`config.mk`:
```
export PLATFORM = sky130hd
export DESIGN_NAME = rgb565_pixel_assembler
export DESIGN_NICKNAME = d
export VERILOG_FILES = /design/src/rtl/rgb565_pixel_assembler.sv
export SDC_FILE = /design/constraint.sdc
export NUM_CORES = 1
export LEC_CHECK = 0
export ABC_CLOCK_PERIOD_IN_PS = 2000
export CORE_AREA = 2 2 101 103
export DETAILED_ROUTE_END_ITERATION = 16
export DIE_AREA = 0 0 103 105
export DONT_BUFFER_PORTS = 1
export HOLD_SLACK_MARGIN = 0.08
export MAX_ROUTING_LAYER = met4
export PLACE_DENSITY_LB_ADDON = 0.08
export SLEW_MARGIN = 30
export SYNTH_ARGS = -nofsm -noshare
export SYNTH_HDL_FRONTEND = slang
export SYNTH_SLANG_ARGS = --single-unit
```
`constraint.sdc`:
```
create_clock -name clk -period 2 [get_ports clk]
set_input_delay 0.2 -clock clk [delete_from_list [all_inputs] [get_ports clk]]
set_output_delay 0.2 -clock clk [all_outputs]
set_load 0.1 [all_outputs]
```
`src/rtl/rgb565_pixel_assembler.sv`:
```
// rgb565_pixel_assembler
//
// Packs a byte stream (high byte first) into 16-bit RGB565 words and writes
// them to the panel framebuffer at a linear row-major address.
//
// Input handshake: data_in is consumed on every rising edge where
// data_in_valid=1. There is no ready/backpressure in either direction. The
// framebuffer must accept one pixel_we strobe per cycle. pixel_out and
// pixel_addr are meaningful only while pixel_we=1, and they hold their value
// between strobes.
//
// Ports
//   clk            system clock, rising edge
//   reset          synchronous, active-high
//   data_in        received byte
//   data_in_valid  single-cycle strobe per byte
//   frame_start    one-cycle pulse: restart at address 0, expect high byte
//   pixel_out      {hi_byte, lo_byte} = rrrrrggg_gggbbbbb
//   pixel_addr     row*PIXEL_WIDTH + column
//   pixel_we       one-cycle write strobe
//   frame_done     pulses with pixel_we of the last pixel in the frame
//   byte_timeout   pulses when a pending high byte is discarded
module rgb565_pixel_assembler #(
  parameter int PIXEL_WIDTH    = 64,
  parameter int PIXEL_HEIGHT   = 32,
  parameter int TIMEOUT_CYCLES = 1024,
  localparam int ADDR_W        = $clog2(PIXEL_WIDTH * PIXEL_HEIGHT)
) (
  input  logic              clk,
  input  logic              reset,
  input  logic [7:0]        data_in,
  input  logic              data_in_valid,
  input  logic              frame_start,
  output logic [15:0]       pixel_out,
  output logic [ADDR_W-1:0] pixel_addr,
  output logic              pixel_we,
  output logic              frame_done,
  output logic              byte_timeout
);

  localparam int COL_W = $clog2(PIXEL_WIDTH);
  localparam int ROW_W = (PIXEL_HEIGHT > 1) ? $clog2(PIXEL_HEIGHT) : 1;
  localparam int TO_W  = $clog2(TIMEOUT_CYCLES);

  localparam logic [COL_W-1:0] COL_LAST = COL_W'(PIXEL_WIDTH - 1);
  localparam logic [ROW_W-1:0] ROW_LAST = ROW_W'(PIXEL_HEIGHT - 1);
  localparam logic [TO_W-1:0]  TO_LAST  = TO_W'(TIMEOUT_CYCLES - 1);

  typedef enum logic {
    WAIT_HI = 1'b0,
    WAIT_LO = 1'b1
  } state_t;

  state_t             state;
  state_t             state_nxt;

  logic [7:0]         hi_reg;
  logic [TO_W-1:0]    tcnt;
  logic [COL_W-1:0]   col;
  logic [ROW_W-1:0]   row;
  logic [ADDR_W-1:0]  ptr;

  logic               to_expire;
  logic               at_last;
  logic               take_hi;
  logic               take_lo;
  logic               fire_to;
  logic               tcnt_inc;

  assign to_expire = (tcnt == TO_LAST);
  assign at_last   = (col == COL_LAST) && (row == ROW_LAST);

  // State register
  always_ff @(posedge clk) begin
    if (reset) begin
      state <= WAIT_HI;
    end else begin
      state <= state_nxt;
    end
  end

  // Next state. frame_start outranks everything; a byte arriving with it
  // becomes the first high byte of the new frame.
  always_comb begin
    state_nxt = state;
    if (frame_start) begin
      state_nxt = data_in_valid ? WAIT_LO : WAIT_HI;
    end else begin
      case (state)
        WAIT_HI: if (data_in_valid) state_nxt = WAIT_LO;
        WAIT_LO: begin
          if (data_in_valid)  state_nxt = WAIT_HI;
          else if (to_expire) state_nxt = WAIT_HI;
        end
        default: state_nxt = WAIT_HI;
      endcase
    end
  end

  // FSM actions. A pending high byte dropped by frame_start does not count
  // as a timeout.
  always_comb begin
    take_hi  = 1'b0;
    take_lo  = 1'b0;
    fire_to  = 1'b0;
    tcnt_inc = 1'b0;
    if (frame_start) begin
      take_hi = data_in_valid;
    end else begin
      case (state)
        WAIT_HI: take_hi = data_in_valid;
        WAIT_LO: begin
          take_lo  = data_in_valid;
          fire_to  = !data_in_valid && to_expire;
          tcnt_inc = !data_in_valid && !to_expire;
        end
        default: ;
      endcase
    end
  end

  // Datapath and registered outputs
  always_ff @(posedge clk) begin
    if (reset) begin
      hi_reg       <= '0;
      tcnt         <= '0;
      col          <= '0;
      row          <= '0;
      ptr          <= '0;
      pixel_out    <= '0;
      pixel_addr   <= '0;
      pixel_we     <= 1'b0;
      frame_done   <= 1'b0;
      byte_timeout <= 1'b0;
    end else begin
      pixel_we     <= take_lo;
      frame_done   <= take_lo && at_last;
      byte_timeout <= fire_to;

      if (take_hi) begin
        hi_reg <= data_in;
      end

      if (take_hi) begin
        tcnt <= '0;
      end else if (tcnt_inc) begin
        tcnt <= tcnt + TO_W'(1);
      end

      if (take_lo) begin
        pixel_out  <= {hi_reg, data_in};
        pixel_addr <= ptr;
        // The linear pointer runs beside col/row so the address needs no
        // multiplier; both wrap together at the last pixel.
        if (at_last) begin
          col <= '0;
          row <= '0;
          ptr <= '0;
        end else if (col == COL_LAST) begin
          col <= '0;
          row <= row + ROW_W'(1);
          ptr <= ptr + ADDR_W'(1);
        end else begin
          col <= col + COL_W'(1);
          ptr <= ptr + ADDR_W'(1);
        end
      end

      if (frame_start) begin
        col <= '0;
        row <= '0;
        ptr <= '0;
      end
    end
  end

endmodule

```
# Word-level counts from Yosys, hierarchy flattened
# Cells that the tools add are included.
# classes
n_bitwise	1
add_sub_neg	4
n_eq_ne	3
muxes	16
n_reduce_logical	11
# op_table
op	n
two-way mux 6 bit	2
adder 11 x 1 -> 11 bit, second input constant	1
two-way mux 11 bit	1
adder 10 x 1 -> 10 bit, second input constant	1
== test 10 bit, second input constant	1
two-way mux 1 bit	10
two-way mux 5 bit	2
adder 6 x 1 -> 6 bit, second input constant	1
== test 6 bit, second input constant	1
adder 5 x 1 -> 5 bit, second input constant	1
== test 5 bit, second input constant	1
logical AND 1 bit	4
OR reduction 2 bit	2
OR reduction 3 bit	1
logical NOT 1 bit	2
case mux 1 bit (2 select lines)	1
AND reduction 2 bit	1
nonzero test 2 bit	1
NOT 1 bit	1
# totals
wordCells	46
input_bits	12
regBits	71
output_inout_bits	30

# Logic depth before layout (Yosys ltp)
# Gate-level depths: netlist of the first run.
# logic_depth
depth_word	5
mapped_depth	7
ltp_nobuf	6

# Least setup slack after synthesis of the first run
# No wires, ideal clock.
# synth_timing
path_kind	register to register
startpoint	register col[0]
endpoint	register row[3]
setup_time_ns	0.067
path_stages_with_launch	7
synth_period_minus_slack_ns	1.791
required_ns	1.933
setup_slack_ns	0.209
n_path_buf	1
arrival_ns	1.723
path_cell_list	dfxtp_1 -> ha_1 -> nand3_1 -> or3_1 -> buf_2 -> or4_4 -> a21oi_2
# synth_via
elab_chain_len	4
elab_cells_between_ends	5
classes_between	eq/ne: 1; mux: 1; reduce/logical: 3
# synth_lines
item	line_no	source
start, declared	59	logic [COL_W-1:0] col;
start signal, assigned	164	col <= col + COL_W'(1);
== test 6 bit *	71, 159	
logical AND 1 bit	71	assign at_last = (col == COL_LAST) && (row == ROW_LAST);
nonzero test 2 bit (no line)	-	
AND reduction 2 bit (no line)	-	
end signal, assigned	161	row <= row + ROW_W'(1);
end, declared	60	logic [ROW_W-1:0] row;
# Mark *: on every way between the ends. The rest lies on a longest branch, timed or not.
# A chain may end at the register's enable or synchronous reset.

# Worst setup path in the final report of the first run
# layout_timing
startpoint	register state
endpoint	register pixel_out[3]
# layout_via
elab_chain_len	2
# layout_lines
item	line_no	source
start, declared	54	state_t state;
start signal, assigned	78	state <= state_nxt;
two-way mux 1 bit	110	case (state)
two-way mux 1 bit	107	if (frame_start) begin
end signal, assigned	151	pixel_out <= {hi_reg, data_in};
end, declared	34	output logic [15:0] pixel_out,
# Every way passes these cells.

==> reports/metrics.cfg, run 1 <==
[setup_path]
crit_type=reg -> reg
r2r_cells=5
required_ns=2.29
critPathMaxFanout=46
cp-startpoint=state$_SDFF_PP0_
reg2reg_from=state$_SDFF_PP0_
cp-end-kind=flip-flop
critPathLaunchType=flip-flop
r2r_slack_ns=0.18
arrival_ns=2.11
timing.rr.end=pixel_out[3]$_SDFFE_PP0P_

[die]
initial_core_util=0.297
rows=36
fp.dieArea_um2=10800
die_x_um=103
io_pins=42
die-height_um=105
fp.coreArea_um2=9640

[grt]
grt_start_max_net_pins=47
grt_usage=0.145
met2_usage=0.227
grt_pass1_vias=2514
antenna_found_initial=0
grt_first_pass_wirelength_um=12200
grt_util_met3=0.0314
grtUsageMet1=0.182
gr-total-overflow=0
grt.busiest_layer=met2

[sta]
final_max_slew_viol_count=0
finalSetupTns_ns=0
max_freq_ghz=0.550
slew_headroom=0.654
period_share=0.909
fin_skew_ns=0.00966
rsz0062_at_grt=no
finalHoldViolCount=0
worstMarginPinSlew_ns=0.515
setup_viol=0
hold_ws_ns=0.117
fin_crit_ns=1.82

[power_and_ir_drop]
ir_worst_vdd_mv=0.335
powerDensity_nw_per_um2=813
power.leakage_uw=0.00125

[cells_and_area]
syn_to_final_growth_pct=25.1
antenna_cells=0
fill_cells=1037
multi_input_area_um2=1350
num-nets-final=406
top_register=pixel_out
top_regs=pixel_out x16, pixel_addr x11, ptr x11
largest_register_ffs=16
layout-drive-gt1-share=0.142
seqCellArea_um2=1420

[placed_design]
port_buffers=0
post-dp-hpwl_um=4700
gp_congestion=0.717

[synth]
syn_avg_cell_area_um2=8.13
ys_ff_latch=71
ys_async_sr_fraction=0
yosys.area.top_type=dfxtp_1
synth_ff_type=dfxtp_1
synth.most_common_cell=nand2_1
synthCells=352
syn_nets=369
yosys-top-cells-area=dfxtp_1 (50%), nand2_1 (12%), a21oi_1 (8.6%), nand3_1 (4.2%), nor2_1 (2.5%)
synth-edff-count=0
netlist_area_um2=2860
yosys-top-cells-count=nand2_1 (88), dfxtp_1 (71), a21oi_1 (49), nand3_1 (24), nor2_1 (19)
yosys.cell_types.count=38
synth_top_area_share=0.497
yosys_warnings=0
synth_sequential_area_ratio=0.497

[clock_tree]
cts_buffer_depth=2
post_cts_resized=0
h-tree-depth=3
insertion_delay_ns=0.34
cts.sinks=71
cts_buffers=9
cts_tree=done
clk_pin_slew_worst_paths_ns=0.09
cts_root_buffer=clkbuf_8

[drt]
drc_errors=0
via_per_inst=4.79
vias=2523
ant_nets=0
routed_wl_um=7160
avgRoutedWirePerCell_um=13.6
dr.pass1.iters=4
drt_iter0_markers=69

[min_path]
hp-start=frame_start
worst_hold_path.num_cells=3
whs_endpoint=col[3]$_SDFFE_PP0P_
hold_path_class=in -> reg

[run_status]
status=finished, final reports clean

[run]
drv_cap=0

## worst max-delay path, stage by stage (launching register included)
cell	delay [ns]
dfxtp_1	0.38
nand3b_1	0.16
buf_4	0.43
nand2_1	0.10
a21oi_1	0.14
dlygate4sd3_1	0.55
## timing repair
action / 4_1_cts / 5_1_grt
hold endpoints to repair: 41 / 0
buffers inserted: 0 / 0
hold buffers: 12 / 0
## power breakdown
group,total (µW),switching [µW],internal [µW]
sequential,1440,9.96,1430
combinational,158,109,48.8
clock,1310,595,720
## worst max path at each step
stage	end	slack (ns)	cells after the start
floorplan	row[3]$_SDFFE_PP0P_	0.21	6
global placement	row[3]$_SDFFE_PP0P_	0.27	5
detailed placement	row[3]$_SDFFE_PP0P_	0.23	5
CTS	pixel_out[3]$_SDFFE_PP0P_	0.19	5
global route	ptr[4]$_SDFFE_PP0P_	0.006	6
finish	pixel_out[3]$_SDFFE_PP0P_	0.18	5
## cell usage in the layout (no fill, tap or decap), types with 2 or more instances in the layout
cell / count
xnor2_1: 6
dlygate4sd3_1: 11
o31ai_1: 3
nand2b_1: 2
o211ai_1: 2
nor3_1: 6
o41ai_1: 2
nand4_1: 4
or3_1: 6
nor4_1: 4
clkbuf_8: 9
buf_12: 2
nand2_1: 88
nand3b_1: 3
ha_1: 5
dfxtp_1: 71
nor3b_1: 2
xor2_1: 4
a31oi_1: 4
a21oi_1: 49
bufinv_16: 2
inv_6: 3
clkinv_4: 2
nand3_1: 24
and3_1: 2
nor2_1: 19
o311ai_0: 2
buf_4: 34
nand4b_1: 2
inv_1: 2
o21ai_0: 8
## kinds of logic (layout without fill, tap and decap cells)
group / after synthesis / count (layout) / share of synthesized area
buffers and inverters: 23 / 65 / 0.0310
adders and majority gates: 5 / 5 / 0.0219
and+or+nand+nor: 168 / 168 / 0.271
AOI/OAI and AO/OA: 75 / 75 / 0.149
xor gates and xnor gates: 10 / 10 / 0.0306
DFF: 71 / 71 / 0.497
## area by class of cell
type / count / share of cell area
sequential: 71 / 0.397
multi-input combinational: 258 / 0.377
timing repair buffer: 47 / 0.113
tap: 133 / 0.0465
clock buffer: 9 / 0.0346
clock inverter: 7 / 0.0290
inverter: 2 / 0.00210
## per-stage QoR
| stage | util | total power, µW | instances | worst slack, ns | area [µm²] |
|---|---|---|---|---|---|
| floorplan | - | 1580 | 352 | 0.209 | 2860 |
| global placement | 0.334 | 1590 | 499 | 0.271 | 3220 |
| detailed placement | 0.334 | 1590 | 499 | 0.228 | 3220 |
| CTS | 0.371 | 2970 | 527 | 0.186 | 3580 |
| global route | 0.371 | 3030 | 527 | 0.00615 | 3580 |
| finish | 0.371 | 2910 | 527 | 0.181 | 3580 |
## per-layer routing
metal / wire [µm] / up-vias
met2: 3420 / 34
met4: 63 / 0
met5: 0 / -
met1: 3390 / 1177
met3: 281 / 7
li1: - / 1305
Power figures use the tool's default switching activity.
==> run 2: changes to the inputs <==
--- a/config.mk
+++ b/config.mk
@@ -10,6 +10,7 @@
 export DETAILED_ROUTE_END_ITERATION = 16
 export DIE_AREA = 0 0 103 105
 export DONT_BUFFER_PORTS = 1
+export GPL_TIMING_DRIVEN = 0
 export HOLD_SLACK_MARGIN = 0.08
 export MAX_ROUTING_LAYER = met4
 export PLACE_DENSITY_LB_ADDON = 0.08
==> reports/metrics.cfg, run 2 (synthesis gave the netlist of run 1 again) <==
[clock_tree]
cts_buffers=9
insertion_delay_ns=0.35
cts_tree=done
cts.sinks=71
clk_pin_slew_worst_paths_ns=0.08
h-tree-depth=3
cts_root_buffer=clkbuf_8
cts_buffer_depth=2

[grt]
gr-total-overflow=0
grt_start_max_net_pins=15
antenna_found_initial=0
grt_pass1_vias=2559
met2_usage=0.237
grt_usage=0.153
grtUsageMet1=0.197
grt.busiest_layer=met2
grt_util_met3=0.0401
grt_first_pass_wirelength_um=12700

[cells_and_area]
final_area_um2=3330
num-nets-final=388
largest_register_ffs=16
top_register=pixel_out
top_regs=pixel_out x16, pixel_addr x11, ptr x11
syn_to_final_growth_pct=16.4
mostFrequentLayoutCell=nand2_1
layout-drive-gt1-share=0.0718
antenna_cells=0
mostFrequentLayoutCells=nand2_1 (87), dfxtp_1 (70), a21oi_1 (49)

[drt]
drc_errors=0
ant_nets=0
dr.pass1.iters=4
avgRoutedWirePerCell_um=14.8
drt_iter0_markers=53
routed_wl_um=7530
via_per_inst=4.91
vias=2498

[sta]
rsz0062_at_grt=no
fin_skew_ns=0.0112
fin_ws_ns=0.0851
hold_ws_ns=0.0881
setup_viol=0
max_freq_ghz=0.522
period_share=0.957
slew_headroom=0.321
finalHoldViolCount=0
finalSetupTns_ns=0
fin_crit_ns=1.91
worstMarginPinSlew_ns=1.02
final_max_slew_viol_count=0

[power_and_ir_drop]
ir_worst_vdd_mv=0.284
p_int_uw=2060
p_comb_frac=0.040
clkPwrFrac=0.432
power_frac_seq=0.528
powerDensity_nw_per_um2=842
switching_share=0.267
switchingPower_uw=747
power.leakage_uw=0.00105

[die]
rows=36
die-height_um=105
fp.dieArea_um2=10800
io_pins=42
fp.coreArea_um2=9640
die_x_um=103
initial_core_util=0.297

[setup_path]
path_cells=ha_2 > nand3_1 > or3_1 > buf_2 > or4_4 > a21oi_2
arrival_ns=2.20
crit_family=simple AND/OR/NAND/NOR gates
critPathLaunchType=flip-flop
max_stage_delay_ns=0.49
crit_buf_inv=1
worst_path_max_delay_cell=or4_4
critPathMaxFanout=9
crit_type=reg -> reg
required_ns=2.29
cp-end-kind=flip-flop

[min_path]
hold_path_class=in -> reg

[run]
drv_cap=0

[placed_design]
port_buffers=0
gp_congestion=0.720
place_area_um2=3030
post-dp-hpwl_um=5280
post-place-ws_ns=0.0236

[run_status]
status=finished, final reports clean

run 2: layout make-up:
cell class / count / area, µm²
Timing Repair Buffer: 10 / 97.6
Clock inverter: 7 / 80.1
Sequential cell: 71 / 1420
Fill cell: 1089 / 6310
Tap cell: 133 / 166
Clock buffer: 9 / 124
Inverter: 2 / 7.51
Buffer: 19 / 73.8
Multi-Input combinational cell: 258 / 1360
run 2: stage by stage:
stage               std cells  total power [µW]  utilization
finish                    509              2800        0.346
global route              509              2910        0.346
CTS                       509              2840        0.344
detailed placement        485              1610        0.314
global placement          485              1610        0.314
floorplan                 352              1580            -
run 2: path summary, 6_finish.rpt:
path              cells after the start              startpoint                    endpoint  slack (ns)
setup / recovery                      6     col[1]$_SDFFE_PP0P_         row[3]$_SDFFE_PP0P_        0.09
hold / removal                        3             frame_start         col[3]$_SDFFE_PP0P_        0.09
setup reg to reg                      6     col[1]$_SDFFE_PP0P_         row[3]$_SDFFE_PP0P_        0.09
hold reg to reg                       2  hi_reg[2]$_SDFFE_PP0P_  pixel_out[10]$_SDFFE_PP0P_        0.46
run 2: tightest hold or removal path, delay by kind of cell:
family,cells,cell delay (ns)
AND/OR/NAND/NOR,1,0.07
AO/OA/AOI/OAI,2,0.12
run 2: layer usage:
metal / part of all wire / wire [µm]
met3: 0.035 / 261
met2: 0.48 / 3590
met1: 0.48 / 3590
met4: 0.011 / 84
met5: 0 / 0
run 2: power groups by stage:
stage / Clock [µW] / Sequential [µW] / Combinational, µW
CTS: 1250 / 1480 / 114
floorplan: 0 / 1510 / 66.9
finish: 1210 / 1480 / 112
global route: 1300 / 1480 / 128
global placement: 0 / 1510 / 96.3
detailed placement: 0 / 1510 / 96.1
run 2: what timing repair did:
| action | CTS | global route |
|---|---|---|
| gates cloned | 0 | 0 |
| pin swaps | 0 | 1 |
| hold endpoints to repair | 17 | 0 |
| resized for setup | 0 | 4 |
| hold buffers | 9 | 0 |
| buffers inserted | 0 | 1 |
| setup endpoints to repair | 1 | 7 |
==> run 3: changes to the inputs <==
--- a/config.mk
+++ b/config.mk
@@ -5,10 +5,13 @@
 export SDC_FILE = /design/constraint.sdc
 export NUM_CORES = 1
 export LEC_CHECK = 0
+export ABC_AREA = 1
 export ABC_CLOCK_PERIOD_IN_PS = 2000
-export CORE_AREA = 2 2 101 103
+export CAP_MARGIN = 10
+export CORE_AREA = 2 2 103 105
+export CTS_CLUSTER_DIAMETER = 30
 export DETAILED_ROUTE_END_ITERATION = 16
-export DIE_AREA = 0 0 103 105
+export DIE_AREA = 0 0 105 107
 export DONT_BUFFER_PORTS = 1
 export GPL_TIMING_DRIVEN = 0
 export HOLD_SLACK_MARGIN = 0.08
==> reports/metrics.cfg, run 3 <==
[run_status]
status=finished, final reports clean

[setup_path]
critPathMaxFanout=8
crit_family=simple AND/OR/NAND/NOR gates
crit_buf_inv=0
crit_top_cell=nand2_1
r2r_cells=8
worst_path_max_delay_cell=dfxtp_1
arrival_ns=2.00
path_cells=ha_1 > nand2_1 > nor2_2 > nand3_1 > nand2_1 > nor2_2 > nand2_1 > a21oi_1
critPathLaunchType=flip-flop
cp-end-kind=flip-flop
critical_path_depth=8
crit_type=reg -> reg
required_ns=2.28
max_stage_delay_ns=0.37

[clock_tree]
h-tree-depth=3
cts_root_buffer=clkbuf_8
insertion_delay_ns=0.36
cts.sinks=71
cts_buffers=9
postCtsSetupBuffers=0
cts_buffer_depth=2
cts_hold_buffers=10
cts_tree=done
post_cts_resized=0
clk_pin_slew_worst_paths_ns=0.08

[cells_and_area]
top_regs=pixel_out x16, pixel_addr x11, ptr x11
final_util=0.342
antenna_cells=0
layout-drive-gt1-share=0.0909
final_area_um2=3460
multi_input_area_um2=1340
mostFrequentLayoutCells=nor2_1 (98), nand2_1 (77), dfxtp_1 (71)
num-nets-final=441
mostFrequentLayoutCell=nor2_1
seqCellArea_um2=1420
fill_cells=1120
largest_register_ffs=16
syn_to_final_growth_pct=16.9
top_register=pixel_out

[placed_design]
post-dp-hpwl_um=5030
place_area_um2=3130
port_buffers=0
gp_congestion=0.824
post-place-ws_ns=0.289

[synth]
yosys_warnings=0
syn_nets=420
ys_async_sr_fraction=0
yosys-top-cells-area=dfxtp_1 (48%), nor2_1 (12%), nand2_1 (9.8%), o21ai_0 (6.6%), a21oi_1 (4.1%)
synth_sequential_area_ratio=0.481
netlist_area_um2=2960
synth_top_area_share=0.481
synthCells=403
synth.most_common_cell=nor2_1
ys_ff_latch=71
yosys-top-cells-count=nor2_1 (98), nand2_1 (77), dfxtp_1 (71), o21ai_0 (39), inv_1 (29)
synth_ff_type=dfxtp_1
synth-edff-count=0
yosys.cell_types.count=30
yosys.area.top_type=dfxtp_1
syn_avg_cell_area_um2=7.33

[min_path]
worst_hold_path.num_cells=2
hold_path_class=in -> reg

[power_and_ir_drop]
power_frac_seq=0.519
ir_worst_vdd_mv=0.335
powerDensity_nw_per_um2=893
clkPwrFrac=0.432
p_comb_frac=0.049
power.leakage_uw=0.00126
switching_share=0.273
switchingPower_uw=841
p_int_uw=2240

[die]
fp.dieArea_um2=11200
io_pins=42
fp.coreArea_um2=10100
rows=37
die-height_um=107
die_x_um=105
initial_core_util=0.293

[sta]
setup_viol=0
period_share=0.861
rsz0062_at_grt=no
fin_skew_ns=0.0126
finalHoldViolCount=0
fin_ws_ns=0.279
final_max_slew_viol_count=0
worstMarginPinSlew_ns=1.01
fin_crit_ns=1.72
slew_headroom=0.328
max_freq_ghz=0.581
finalSetupTns_ns=0

[grt]
grt_usage=0.142
grt_start_max_net_pins=14
antenna_found_initial=0
gr-total-overflow=0
grt_first_pass_wirelength_um=12200
grt_pass1_vias=2449

[drt]
drt_iter0_markers=100
routed_wl_um=7280
via_per_inst=4.37
vias=2471
avgRoutedWirePerCell_um=12.9
dr.pass1.iters=5
drc_errors=0
ant_nets=0

[run]
drv_cap=0

## run 3: cell types whose count changed after synthesis, moves of 4 or more
cell      change
nor2_1       +79
o21ai_0      +31
inv_1        +27
a21oi_1      -25
clkbuf_1     -14
nand3_1      -12
nand2_1      -11
or3_1         -6
inv_2         +5
buf_4         +4
## run 3: metrics by stage
stage / hold WS [ns] / total power (µW) / cells
CTS: 0.114 / 3130 / 565
floorplan: 0.279 / 1730 / 403
global route: 0.139 / 3200 / 565
detailed placement: 0.304 / 1770 / 539
finish: 0.135 / 3080 / 565
global placement: 0.308 / 1770 / 539
## run 3: power by group through the flow
stage          Sequential [µW]  Clock (µW)  Combinational, µW
6_report                  1600        1330                151
5_1_grt                   1600        1420                175
4_1_cts                   1600        1380                155
3_5_place_dp              1630           0                135
3_3_place_gp              1630           0                133
2_1_floorplan             1630           0               99.1
## run 3: worst reg2reg max path, stage by stage (launching register included)
cell,delay (ns)
dfxtp_1,0.37
ha_1,0.24
nand2_1,0.12
nor2_2,0.06
nand3_1,0.16
nand2_1,0.14
nor2_2,0.34
nand2_1,0.10
a21oi_1,0.13
## run 3: per-layer routing
metal | GRT usage | vias up | part of all wire
met1 | 0.176 | 1093 | 0.50
li1 | - | 1322 | -
met3 | 0.0274 | 10 | 0.037
met4 | 0.0705 | 0 | 0.016
met2 | 0.223 | 46 | 0.44
met5 | - | - | 0
## run 3: area by class of cell
type,instances,area share
repair buffers,10,0.0290
plain buffers,12,0.0206
flip-flops and latches,71,0.411
inverters,34,0.0369
clock inverters,6,0.0268
multi-input cells,286,0.386
clock buffers,10,0.0398
well taps,136,0.0492
## run 3: final timing paths
kind | startpoint | endpoint | slack [ns]
setup reg to reg | tcnt[0]$_SDFFE_PP0P_ | tcnt[6]$_SDFFE_PP0P_ | 0.28
hold reg to reg | row[4]$_SDFFE_PP0P_ | row[4]$_SDFFE_PP0P_ | 0.48
setup / recovery | tcnt[0]$_SDFFE_PP0P_ | tcnt[6]$_SDFFE_PP0P_ | 0.28
hold / removal | frame_start | state$_SDFF_PP0_ | 0.13
## run 3: cells by family (layout without fill, tap and decap cells)
| logic type | after synthesis | count (layout) | synth area share |
|---|---|---|---|
| compound gates | 68 | 68 | 0.122 |
| flops | 71 | 71 | 0.481 |
| xor+xnor | 9 | 9 | 0.0267 |
| simple gates | 204 | 204 | 0.282 |
| fa+ha+maj | 5 | 5 | 0.0212 |
| buf+inv | 46 | 72 | 0.0673 |
